--- src/rtl/dp_mem_responder.sv ---
// Responder side of the datapath memory interface: arbitrates instruction fetch and
// data load/store requests onto one single-ported, ready-handshaked RAM and returns hit pulses.
module dp_mem_responder #(
  parameter logic [31:0] BAD_WORD = 32'hBAD1BAD1
) (
  input  logic        CLK,
  input  logic        RST,
  input  logic        imemREN,
  input  logic [31:0] imemaddr,
  input  logic        dmemREN,
  input  logic        dmemWEN,
  input  logic [31:0] dmemaddr,
  input  logic [31:0] dmemstore,
  input  logic        halt,
  output logic        ihit,
  output logic [31:0] imemload,
  output logic        dhit,
  output logic [31:0] dmemload,
  output logic        ram_req,
  output logic        ram_wen,
  output logic [31:0] ram_addr,
  output logic [31:0] ram_wdata,
  input  logic [31:0] ram_rdata,
  input  logic        ram_ready,
  output logic        misalign_err,
  output logic [31:0] icount,
  output logic [31:0] dcount
);

  typedef enum logic [2:0] {
    IDLE   = 3'd0,
    DACC   = 3'd1,
    IACC   = 3'd2,
    RESP   = 3'd3,
    HALTED = 3'd4
  } state_e;

  state_e      state_q, state_d;
  logic        ihit_q, ihit_d;
  logic        dhit_q, dhit_d;
  logic [31:0] imemload_q, imemload_d;
  logic [31:0] dmemload_q, dmemload_d;
  logic        ram_req_q, ram_req_d;
  logic        ram_wen_q, ram_wen_d;
  logic [31:0] ram_addr_q, ram_addr_d;
  logic [31:0] ram_wdata_q, ram_wdata_d;
  logic        misalign_q, misalign_d;
  logic [31:0] icount_q, icount_d;
  logic [31:0] dcount_q, dcount_d;

  // Next-state and next-output logic; hits, load data and counters are set on entry to RESP.
  always_comb begin
    state_d     = state_q;
    ihit_d      = 1'b0;
    dhit_d      = 1'b0;
    imemload_d  = 32'd0;
    dmemload_d  = 32'd0;
    ram_req_d   = ram_req_q;
    ram_wen_d   = ram_wen_q;
    ram_addr_d  = ram_addr_q;
    ram_wdata_d = ram_wdata_q;
    misalign_d  = misalign_q;
    icount_d    = icount_q;
    dcount_d    = dcount_q;
    case (state_q)
      IDLE: begin
        if (halt) begin
          state_d = HALTED;
        end else if (dmemREN || dmemWEN) begin
          if (dmemaddr[1:0] != 2'b00) begin
            // Misaligned: answer directly without touching the RAM.
            state_d    = RESP;
            dhit_d     = 1'b1;
            dmemload_d = BAD_WORD;
            dcount_d   = dcount_q + 32'd1;
            misalign_d = 1'b1;
          end else begin
            state_d     = DACC;
            ram_req_d   = 1'b1;
            ram_wen_d   = dmemWEN;
            ram_addr_d  = {dmemaddr[31:2], 2'b00};
            ram_wdata_d = dmemstore;
          end
        end else if (imemREN) begin
          if (imemaddr[1:0] != 2'b00) begin
            state_d    = RESP;
            ihit_d     = 1'b1;
            imemload_d = BAD_WORD;
            icount_d   = icount_q + 32'd1;
            misalign_d = 1'b1;
          end else begin
            state_d    = IACC;
            ram_req_d  = 1'b1;
            ram_wen_d  = 1'b0;
            ram_addr_d = {imemaddr[31:2], 2'b00};
          end
        end else begin
          state_d = IDLE;
        end
      end
      DACC: begin
        if (ram_ready) begin
          state_d    = RESP;
          ram_req_d  = 1'b0;
          ram_wen_d  = 1'b0;
          dhit_d     = 1'b1;
          dmemload_d = ram_rdata;
          dcount_d   = dcount_q + 32'd1;
        end else begin
          state_d = DACC;
        end
      end
      IACC: begin
        if (ram_ready) begin
          state_d    = RESP;
          ram_req_d  = 1'b0;
          ram_wen_d  = 1'b0;
          ihit_d     = 1'b1;
          imemload_d = ram_rdata;
          icount_d   = icount_q + 32'd1;
        end else begin
          state_d = IACC;
        end
      end
      RESP: begin
        // One idle cycle so a request dropped on the hit is not re-served.
        if (halt) begin
          state_d = HALTED;
        end else begin
          state_d = IDLE;
        end
      end
      HALTED: begin
        state_d = HALTED;
      end
      default: begin
        state_d   = IDLE;
        ram_req_d = 1'b0;
        ram_wen_d = 1'b0;
      end
    endcase
  end

  // State and registered outputs with synchronous reset.
  always_ff @(posedge CLK) begin
    if (RST) begin
      state_q     <= IDLE;
      ihit_q      <= 1'b0;
      dhit_q      <= 1'b0;
      imemload_q  <= 32'd0;
      dmemload_q  <= 32'd0;
      ram_req_q   <= 1'b0;
      ram_wen_q   <= 1'b0;
      ram_addr_q  <= 32'd0;
      ram_wdata_q <= 32'd0;
      misalign_q  <= 1'b0;
      icount_q    <= 32'd0;
      dcount_q    <= 32'd0;
    end else begin
      state_q     <= state_d;
      ihit_q      <= ihit_d;
      dhit_q      <= dhit_d;
      imemload_q  <= imemload_d;
      dmemload_q  <= dmemload_d;
      ram_req_q   <= ram_req_d;
      ram_wen_q   <= ram_wen_d;
      ram_addr_q  <= ram_addr_d;
      ram_wdata_q <= ram_wdata_d;
      misalign_q  <= misalign_d;
      icount_q    <= icount_d;
      dcount_q    <= dcount_d;
    end
  end

  assign ihit         = ihit_q;
  assign dhit         = dhit_q;
  assign imemload     = imemload_q;
  assign dmemload     = dmemload_q;
  assign ram_req      = ram_req_q;
  assign ram_wen      = ram_wen_q;
  assign ram_addr     = ram_addr_q;
  assign ram_wdata    = ram_wdata_q;
  assign misalign_err = misalign_q;
  assign icount       = icount_q;
  assign dcount       = dcount_q;

endmodule

--- config.mk ---
export PLATFORM = sky130hd
export DESIGN_NAME = dp_mem_responder
export DESIGN_NICKNAME = d
export VERILOG_FILES = /design/src/rtl/dp_mem_responder.sv
export SDC_FILE = /design/constraint.sdc
export NUM_CORES = 1
export LEC_CHECK = 0
export CAP_MARGIN = 30
export CORE_MARGIN = 10
export CORE_UTILIZATION = 44
export CTS_BUF_LIST = sky130_fd_sc_hd__clkbuf_4
export DETAILED_ROUTE_END_ITERATION = 10
export MAX_ROUTING_LAYER = met4
export PLACE_DENSITY = 0.88
export SLEW_MARGIN = 10
export SYNTH_ARGS = -nofsm -noshare
export SYNTH_HDL_FRONTEND = slang
export SYNTH_SLANG_ARGS = --single-unit
--- constraint.sdc ---
create_clock -name CLK -period 2.98 [get_ports CLK]
set_input_delay 0.298 -clock CLK [delete_from_list [all_inputs] [get_ports CLK]]
set_output_delay 0.298 -clock CLK [all_outputs]
set_load 0.005 [all_outputs]
==> reports/results.ini, run 1 <==
[power_and_ir_drop]
power.density_mw_per_mm2=447
leakage_nw=4.04
finalPower_w=0.00523
peakVddDrop_uv=346

[synthesis]
synth.mux.area_fraction_pct=0.839
synth.distinct_cells=45
synth_top_family_by_area=simple AND/OR/NAND/NOR gates
async_flop_share_pct=0
yosysWarnings=0
ys_seq_elements=198
synth_xor_xnor_area_share_pct=3.66
yosys.area_share.simple_pct=28.2
synth_compound_area_share_pct=13.0
synthAdderAreaFrac_pct=0.317
syn-instance-count=951
synth_edf_count=0
netlist_area_sq_mm=0.00790
ys_seq_area_share_pct=50.2
synth_ff_type=dfxtp_1
avgSynthCellArea_sq_um=8.31

[critical_path]
reg2reg_depth=5
crit_family=simple AND/OR/NAND/NOR gates
criticalPathCategory=flop to flop
end_kind=flop
cpPeakStageDelay_ns=0.48
critPathMaxFanout=16
worstReg2RegEnd=icount[31]
r2r_start=state_q[0]
setup.worst_path.start_class=flop
worst-path-buf-inv=0
crit_arrival_ns=2.94
path_depth=5
cp.required_ns=3.47
r2r_setup_slack_ns=0.53
path_cells=or3_4, o32a_1, or2_1, nor4_1, mux2_2
crit_path_top_delay_cell=dfxtp_1

[final_layout]
drive_gt1_share_pct=4.91
seqCellArea_sq_mm=0.00396
fill_cells=1406
syn2layout_area_growth_pct=48.2
layout_commonest_cell=clkdlybuf4s50_1
final_nets=1386
final_cell_mix=clkdlybuf4s50_1 (328), dfxtp_1 (198), nand2_1 (162)
multiInputGateArea_sq_mm=0.00366

[drt]
wl_mm=27.2
ant_nets=0
vias=8113
drt_pass1_iterations=5
drc_errors=0
wl_per_cell_microns=18.3
via_per_inst=5.45
drtIter0Drc=584

[sta]
fmax_mhz=408
setup-tns-final_ns=0
timing.final.crit_share_pct=82.2
clock_skew_ns=0.0314
setup_viol=0
finalCriticalPeriod_ns=2.45
hold_viol=0
worstMarginPinSlew_ns=0.830
rsz0062_at_grt=no
maxSlewHeadroom_pct=44.2
finalMaxSlewViolations=0

[die]
die_w_microns=154
io_pins=332
die_y_microns=154
rows=48
core-area_sq_mm=0.0175
dieArea_sq_mm=0.0237
initial_core_util_pct=45.2

[flow_run]
maxCapViolations=0

[clock_network]
cts_tree=done
hold_buffers=0
clkTransAtPathRegs_ns=0.19
cts_setup_buffers=0
cts-root-buf=clkbuf_4
clock_path_buffers=2
cts_made_buffers=17
clkSinkCount=198
h-tree-depth=4
cts_resized=0
worstSkewPairLatency_ns=0.58

[status]
status=complete, no violations

[min_path]
whs_path_depth=2
min_to=dcount[0]
hold_start=RST
worst_hold_path_type=input pin to flop

[global_routing]
grt_use_met2_pct=36.0
grt_util_met3_pct=7.78
grt_pass1_wl_mm=42.3
grt_pass1_vias=7848
grt_usage_pct=22.4
antenna_found_initial=1
overflow=0
top_usage_layer=met2
grt_max_degree=83
use_met1_pct=25.1

[place]
io_buffers=329
gp_congestion=0.884
hpwl_mm=20.6

layout make-up:
cell class	instances	area share, %
inverter	6	0.192
antenna	1	0.0214
sequential	198	33.8
tap	225	2.40
timing repair buffer	348	29.5
clock inverter	15	1.63
multi-input combinational	678	31.3
clock buffer	17	1.09
logic make-up after synthesis:
family | after synthesis
simple gates | 465
other cells | 1
fa+ha+maj | 2
xor+xnor | 33
flops | 198
buf+inv | 76
compound gates | 170
mux | 6
per-layer routing:
| metal | up-vias | wire length [microns] |
|---|---|---|
| li1 | 3938 | - |
| met2 | 374 | 12900 |
| met4 | 0 | 898 |
| met5 | - | 0 |
| met3 | 58 | 2630 |
| met1 | 3743 | 10800 |
registers in the layout (all words and copies together) (netlist names):
signal        count
dcount           32
dmemload         32
icount           32
imemload         32
ram_wdata        32
ram_addr         30
state_q           3
dhit              1
ihit              1
misalign_err      1
ram_req           1
ram_wen           1
stage by stage:
stage	hold slack, ns	std cells	area [sq um]	utilization [%]	setup WS (ns)
floorplan	0.434	952	7910	-	0.862
global placement	0.441	1454	11400	65.1	0.199
detailed placement	0.446	1455	11400	65.2	0.120
CTS	0.153	1487	11700	67.0	0.544
global route	0.182	1488	11700	67.0	0.349
finish	0.211	1488	11700	67.0	0.531
synthesized netlist by cell type (all sizes together) (2+ instances only):
master	n	area share (%)
dfxtp	198	50
nand2	162	7.7
a21oi	99	6.3
nor2	89	4.2
nand3	62	3.9
clkbuf	58	2.8
and3	43	3.4
a311oi	31	3.4
xnor2	23	2.5
or3	20	1.6
nor3	18	1.1
o21ai	18	1.1
nand4	17	1.3
nor4	14	1.1
or4	13	1.2
buf	12	0.73
o31ai	10	0.95
xor2	10	1.1
nor2b	7	0.55
and4	6	0.66
inv	6	0.28
mux2	5	0.71
nor3b	3	0.28
o211ai	3	0.28
or2	3	0.24
ha	2	0.32
nand2b	2	0.16
nand3b	2	0.19
o21a	2	0.19
o22ai	2	0.16
o32a	2	0.25
worst max-delay path by stage:
| stage | start | end | slack (ns) |
|---|---|---|---|
| final | state_q[0] | icount[31] | 0.53 |
| after detailed placement | dmemWEN | dcount[25] | 0.12 |
| after global placement | dmemWEN | dcount[25] | 0.20 |
| after floorplan | state_q[2] | icount[31] | 0.86 |
| after CTS | state_q[1] | dcount[25] | 0.54 |
| after global routing | state_q[1] | dcount[17] | 0.35 |
power by group:
| part | internal, W | leakage (nW) | switching (W) |
|---|---|---|---|
| logic | 0.000464 | 2.27 | 0.000449 |
| clock network | 0.000417 | 0.168 | 0.00108 |
| registers | 0.00276 | 1.60 | 0.0000636 |
| total | 0.00364 | 4.04 | 0.00159 |
worst register-to-register path: stages (launching register included):
cell and delay [ns]:
dfxtp_1 0.48, or3_4 0.41, o32a_1 0.31, or2_1 0.42, nor4_1 0.40, mux2_2 0.37
Note: power is estimated with default switching activity, not from simulation.
==> inputs of run 2 (changes only) <==
clock period = 2.4 ns   (was 2.98 ns; I/O delays follow)
==> run 2 against run 1 <==
  * Wire length is 2.5% higher
  * Setup slack lost 0.39 ns
  * Final area grew 2.1%
  * Via count grew 1.8%
  * Critical path depth rose by 1
  * Sequential cell count stayed put
  * Total power is 24% higher
  * Global-route usage rose by 0.29 points
  * Core utilization rose by 1.4 points
  * Critical endpoint is now icount[28]
  * Largest cell class unchanged
  * Register-to-register slack got worse by 0.39 ns
  * Final cell count is 2.2% higher
==> reports/results.ini, run 2 (synthesis gave the netlist of run 1 again) <==
[place]
io_buffers=329  ; unchanged
hpwl_mm=21.1  ; +2.5%
gp_congestion=0.926  ; +4.7%
dp_cells=1485  ; +2.1%
place_area_sq_mm=0.0116  ; +2.2%

[power_and_ir_drop]
power.density_mw_per_mm2=543  ; +22%
peakVddDrop_uv=424  ; +23%
leakage_nw=4.19  ; +3.7%
finalPower_w=0.00650  ; +24%

[drt]
via_per_inst=5.43  ; -0.37%
wl_mm=27.9  ; +2.5%
ant_nets=0  ; unchanged
vias=8257  ; +1.8%
wl_per_cell_microns=18.4  ; +0.37%
drt_pass1_iterations=5  ; unchanged
drtIter0Drc=581  ; -0.51%
drc_errors=0  ; unchanged

[sta]
timing.final.crit_share_pct=94.0  ; +12 points
worstMarginPinSlew_ns=0.787  ; -0.0424 ns
finalMaxSlewViolations=0  ; unchanged
finalCriticalPeriod_ns=2.26  ; -0.194 ns
hold_viol=0  ; unchanged
maxSlewHeadroom_pct=47.5  ; +3.3 points
clock_skew_ns=0.0239  ; -0.00748 ns
rsz0062_at_grt=no
fmax_mhz=443  ; +8.6%
setup_viol=0  ; unchanged

[global_routing]
overflow=0  ; unchanged
antenna_found_initial=1  ; unchanged
grt_max_degree=138  ; +66%
grt_pass1_wl_mm=42.7  ; +0.90%
grt_pass1_vias=8012  ; +2.1%
grt_usage_pct=22.7  ; +0.29 points

[clock_network]
cts_made_buffers=17  ; unchanged
cts_setup_buffers=0  ; unchanged
hold_buffers=0  ; unchanged
clock_path_buffers=2  ; unchanged
worstSkewPairLatency_ns=0.59  ; about the same
cts-root-buf=clkbuf_4
clkTransAtPathRegs_ns=0.19  ; about the same
clkSinkCount=198  ; unchanged
cts_tree=done
h-tree-depth=4  ; unchanged

[die]
io_pins=332  ; unchanged
core-area_sq_mm=0.0175  ; unchanged
dieArea_sq_mm=0.0237  ; unchanged
die_w_microns=154  ; unchanged
initial_core_util_pct=45.2  ; unchanged
die_y_microns=154  ; unchanged
rows=48  ; unchanged

[final_layout]
layout_commonest_cell=clkdlybuf4s50_1
final_cell_mix=clkdlybuf4s50_1 (328), dfxtp_1 (198), nand2_1 (162)
drive_gt1_share_pct=7.28  ; +2.4 points
final_nets=1416  ; +2.2%
fin_util_pct=68.4  ; +1.4 points
multiInputGateArea_sq_mm=0.00367  ; +0.24%
layoutNonFillerInstCount=1520  ; +2.2%
fill_cells=1378  ; -2.0%
seqCellArea_sq_mm=0.00396  ; unchanged
syn2layout_area_growth_pct=51.3
finalInstanceArea_sq_mm=0.0120  ; +2.1%

[critical_path]
cpPeakStageDelay_ns=0.41  ; -0.07 ns
criticalPathCategory=flop to flop
r2r_setup_slack_ns=0.14  ; -0.39 ns
end_kind=flop
setup.worst_path.start_class=flop
critPathMaxFanout=20  ; +4
cp.required_ns=2.90  ; -0.57 ns
crit_arrival_ns=2.75  ; -0.19 ns
crit_family=simple AND/OR/NAND/NOR gates
path_cells=or3_4, o32a_1, buf_4, or2_0, nor3_1, mux2_2
crit_path_top_delay_cell=or3_4
worst-path-buf-inv=1  ; +1

[flow_run]
maxCapViolations=0  ; unchanged

[min_path]
worst_hold_path_type=input pin to flop

[status]
status=complete, no violations

-- run 2: final timing paths --
path,cells after the start,end,from
worst max-delay path,6,icount[28],state_q[2]
worst min-delay path,3,ram_wdata[4],dmemstore[4]
worst max register to register,6,icount[28],state_q[2]
worst min register to register,2,ram_wdata[4],ram_wdata[4]
-- run 2: area by class of cell --
type                            count  share of cell area [%]
Antenna cell                        3                  0.0628
Sequential cell                   198                    33.1
Inverter                            6                   0.188
Clock buffer                       17                    1.07
Tap cell                          225                    2.35
Clock inverter                     15                    1.46
Timing Repair Buffer              378                    31.0
Multi-Input combinational cell    678                    30.7
-- run 2: worst min-delay path: stages --
cell	delay (ns)
clkdlybuf4s50_1	0.39
nand2_1	0.06
a21oi_1	0.05
-- run 2: report_power, final --
part	internal [W]	switching, W	leakage, nW	total (W)
Combinational	0.000615	0.000582	2.42	0.00120
Clock	0.000500	0.00132	0.165	0.00182
Sequential	0.00342	0.0000616	1.60	0.00348
-- run 2: what timing repair did --
item,in CTS,in global routing
gates resized for setup,0,2
hold endpoints to repair,0,0
setup endpoints to repair,0,1
-- run 2: through the flow --
step | setup TNS [ns] | hold slack (ns) | worst slack [ns]
after floorplan | 0 | 0.376 | 0.282
after global placement | -0.449 | 0.441 | -0.113
after detailed placement | -1.18 | 0.445 | -0.215
after CTS | 0 | 0.109 | 0.0671
after global routing | 0 | 0.105 | 0.0549
final | 0 | 0.163 | 0.144
-- run 2: routing by layer --
layer / vias to the layer above / track usage, % / routed length (microns) / share of wire (%)
met1: 3834 / 24.9 / 10900 / 39
met3: 64 / 7.09 / 2490 / 8.9
li1: 3991 / - / - / -
met2: 368 / 37.4 / 13600 / 49
met4: 0 / 9.90 / 1010 / 3.6
met5: - / - / 0 / 0
==> inputs of run 3 (changes only) <==
MAX_ROUTING_LAYER = not set   (was met4)
==> run 3 against run 2 <==
  * Non-clock buffer count unchanged
  * Clock skew increased by 0.0018 ns
  * Via count grew 0.16%
  * Critical endpoint unchanged
  * Largest power group unchanged
  * Highest routed layer unchanged
==> reports/results.ini, run 3 (synthesis gave the netlist of run 1 again) <==
[status]
status=complete, no violations

[sta]
hold_viol=0  ; unchanged
rsz0062_at_grt=no
timing.final.crit_share_pct=93.7  ; -0.24 points
setup_viol=0  ; unchanged
finalMaxSlewViolations=0  ; unchanged
maxSlewHeadroom_pct=47.8  ; +0.32 points
fmax_mhz=444  ; +0.25%
clock_skew_ns=0.0257  ; +0.00177 ns
finalCriticalPeriod_ns=2.25  ; -0.00567 ns
worstMarginPinSlew_ns=0.782  ; -0.00482 ns

[final_layout]
final_nets=1416  ; unchanged
fill_cells=1378  ; unchanged
drive_gt1_share_pct=7.28  ; unchanged
layout_commonest_cell=clkdlybuf4s50_1
syn2layout_area_growth_pct=51.3  ; unchanged
fin_util_pct=68.4  ; unchanged
final_cell_mix=clkdlybuf4s50_1 (328), dfxtp_1 (198), nand2_1 (162)
layoutNonFillerInstCount=1520  ; unchanged

[die]
io_pins=332  ; unchanged
dieArea_sq_mm=0.0237  ; unchanged
die_y_microns=154  ; unchanged
rows=48  ; unchanged
core-area_sq_mm=0.0175  ; unchanged
initial_core_util_pct=45.2  ; unchanged
die_w_microns=154  ; unchanged

[global_routing]
grt_pass1_wl_mm=42.9  ; +0.52%
overflow=0  ; unchanged
grt_pass1_vias=7963  ; -0.61%
antenna_found_initial=1  ; unchanged
grt_max_degree=138  ; unchanged
grt_usage_pct=22.1  ; -0.61 points

[critical_path]
end_kind=flop
setup.worst_path.start_class=flop
crit_arrival_ns=2.75  ; about the same
cp.required_ns=2.90  ; about the same
criticalPathCategory=flop to flop
critPathMaxFanout=20  ; unchanged

[power_and_ir_drop]
peakVddDrop_uv=423  ; -0.17%
power.density_mw_per_mm2=544  ; about the same
leakage_nw=4.19  ; unchanged

[drt]
wl_mm=27.9  ; about the same
ant_nets=0  ; unchanged
vias=8270  ; +0.16%
drtIter0Drc=571  ; -1.7%
drc_errors=0  ; unchanged
drt_pass1_iterations=5  ; unchanged
wl_per_cell_microns=18.4  ; about the same
via_per_inst=5.44  ; +0.16%

[clock_network]
cts_resized=0  ; unchanged
clock_path_buffers=2  ; unchanged
clkSinkCount=198  ; unchanged
cts_tree=done
hold_buffers=0  ; unchanged
cts_setup_buffers=0  ; unchanged
cts_made_buffers=17  ; unchanged
clkTransAtPathRegs_ns=0.19  ; about the same
h-tree-depth=4  ; unchanged
worstSkewPairLatency_ns=0.59  ; about the same
cts-root-buf=clkbuf_4

[flow_run]
maxCapViolations=0  ; unchanged

[place]
dp_cells=1485  ; unchanged
io_buffers=329  ; unchanged
hpwl_mm=21.1  ; unchanged
gp_congestion=0.910  ; -1.7%

[min_path]
worst_hold_path_type=input pin to flop

run 3: cell counts in the layout (fill, tap and decap cells not counted):
No cell type changed its count.
run 3: where the power goes:
part	switching (W)	internal, W	total (W)
logic	0.000584	0.000615	0.00120
clock network	0.00132	0.000500	0.00182
registers	0.0000615	0.00342	0.00348
total	0.00197	0.00454	0.00650
run 3: worst paths after layout:
| path | from | end | slack, ns | cells past startpoint |
|---|---|---|---|---|
| max | state_q[2] | icount[28] | 0.15 | 6 |
| min | dmemstore[27] | ram_wdata[27] | 0.16 | 3 |
| max reg2reg | state_q[2] | icount[28] | 0.15 | 6 |
| min reg2reg | ram_wdata[4] | ram_wdata[4] | 0.47 | 2 |
run 3: final cells by class:
class,instances,area (sq um),share of cell area (%)
clock inverters,15,175,1.46
repair buffers,378,3710,31.0
inverters,6,22.5,0.188
clock buffers,17,128,1.07
multi-input cells,678,3670,30.7
well taps,225,282,2.35
flip-flops and latches,198,3960,33.1
diodes,3,7.51,0.0628
run 3: layer usage:
layer | track usage [%] | up-vias | share of wire, %
li1 | - | 3996 | -
met1 | 24.3 | 3835 | 38
met2 | 37.3 | 377 | 48
met3 | 8.28 | 62 | 10
met4 | 9.90 | 0 | 3.7
met5 | 0 | - | 0
run 3: worst max-delay path, cell delays in order, from the launching register on:
cell and delay (ns):
dfxtp_1 0.36, or3_4 0.41, o32a_1 0.32, buf_4 0.21, or2_0 0.30, nor3_1 0.22
mux2_2 0.35
run 3: stage by stage:
step	hold slack (ns)	power, W	cell area (sq um)	setup TNS [ns]	worst slack (ns)
2_1_floorplan	0.376	0.00404	7910	0	0.282
6_report	0.162	0.00650	12000	0	0.150
3_3_place_gp	0.441	0.00472	11600	-0.449	-0.113
3_5_place_dp	0.445	0.00475	11600	-1.18	-0.215
4_1_cts	0.109	0.00657	11900	0	0.0671
5_1_grt	0.105	0.00680	12000	0	0.0549
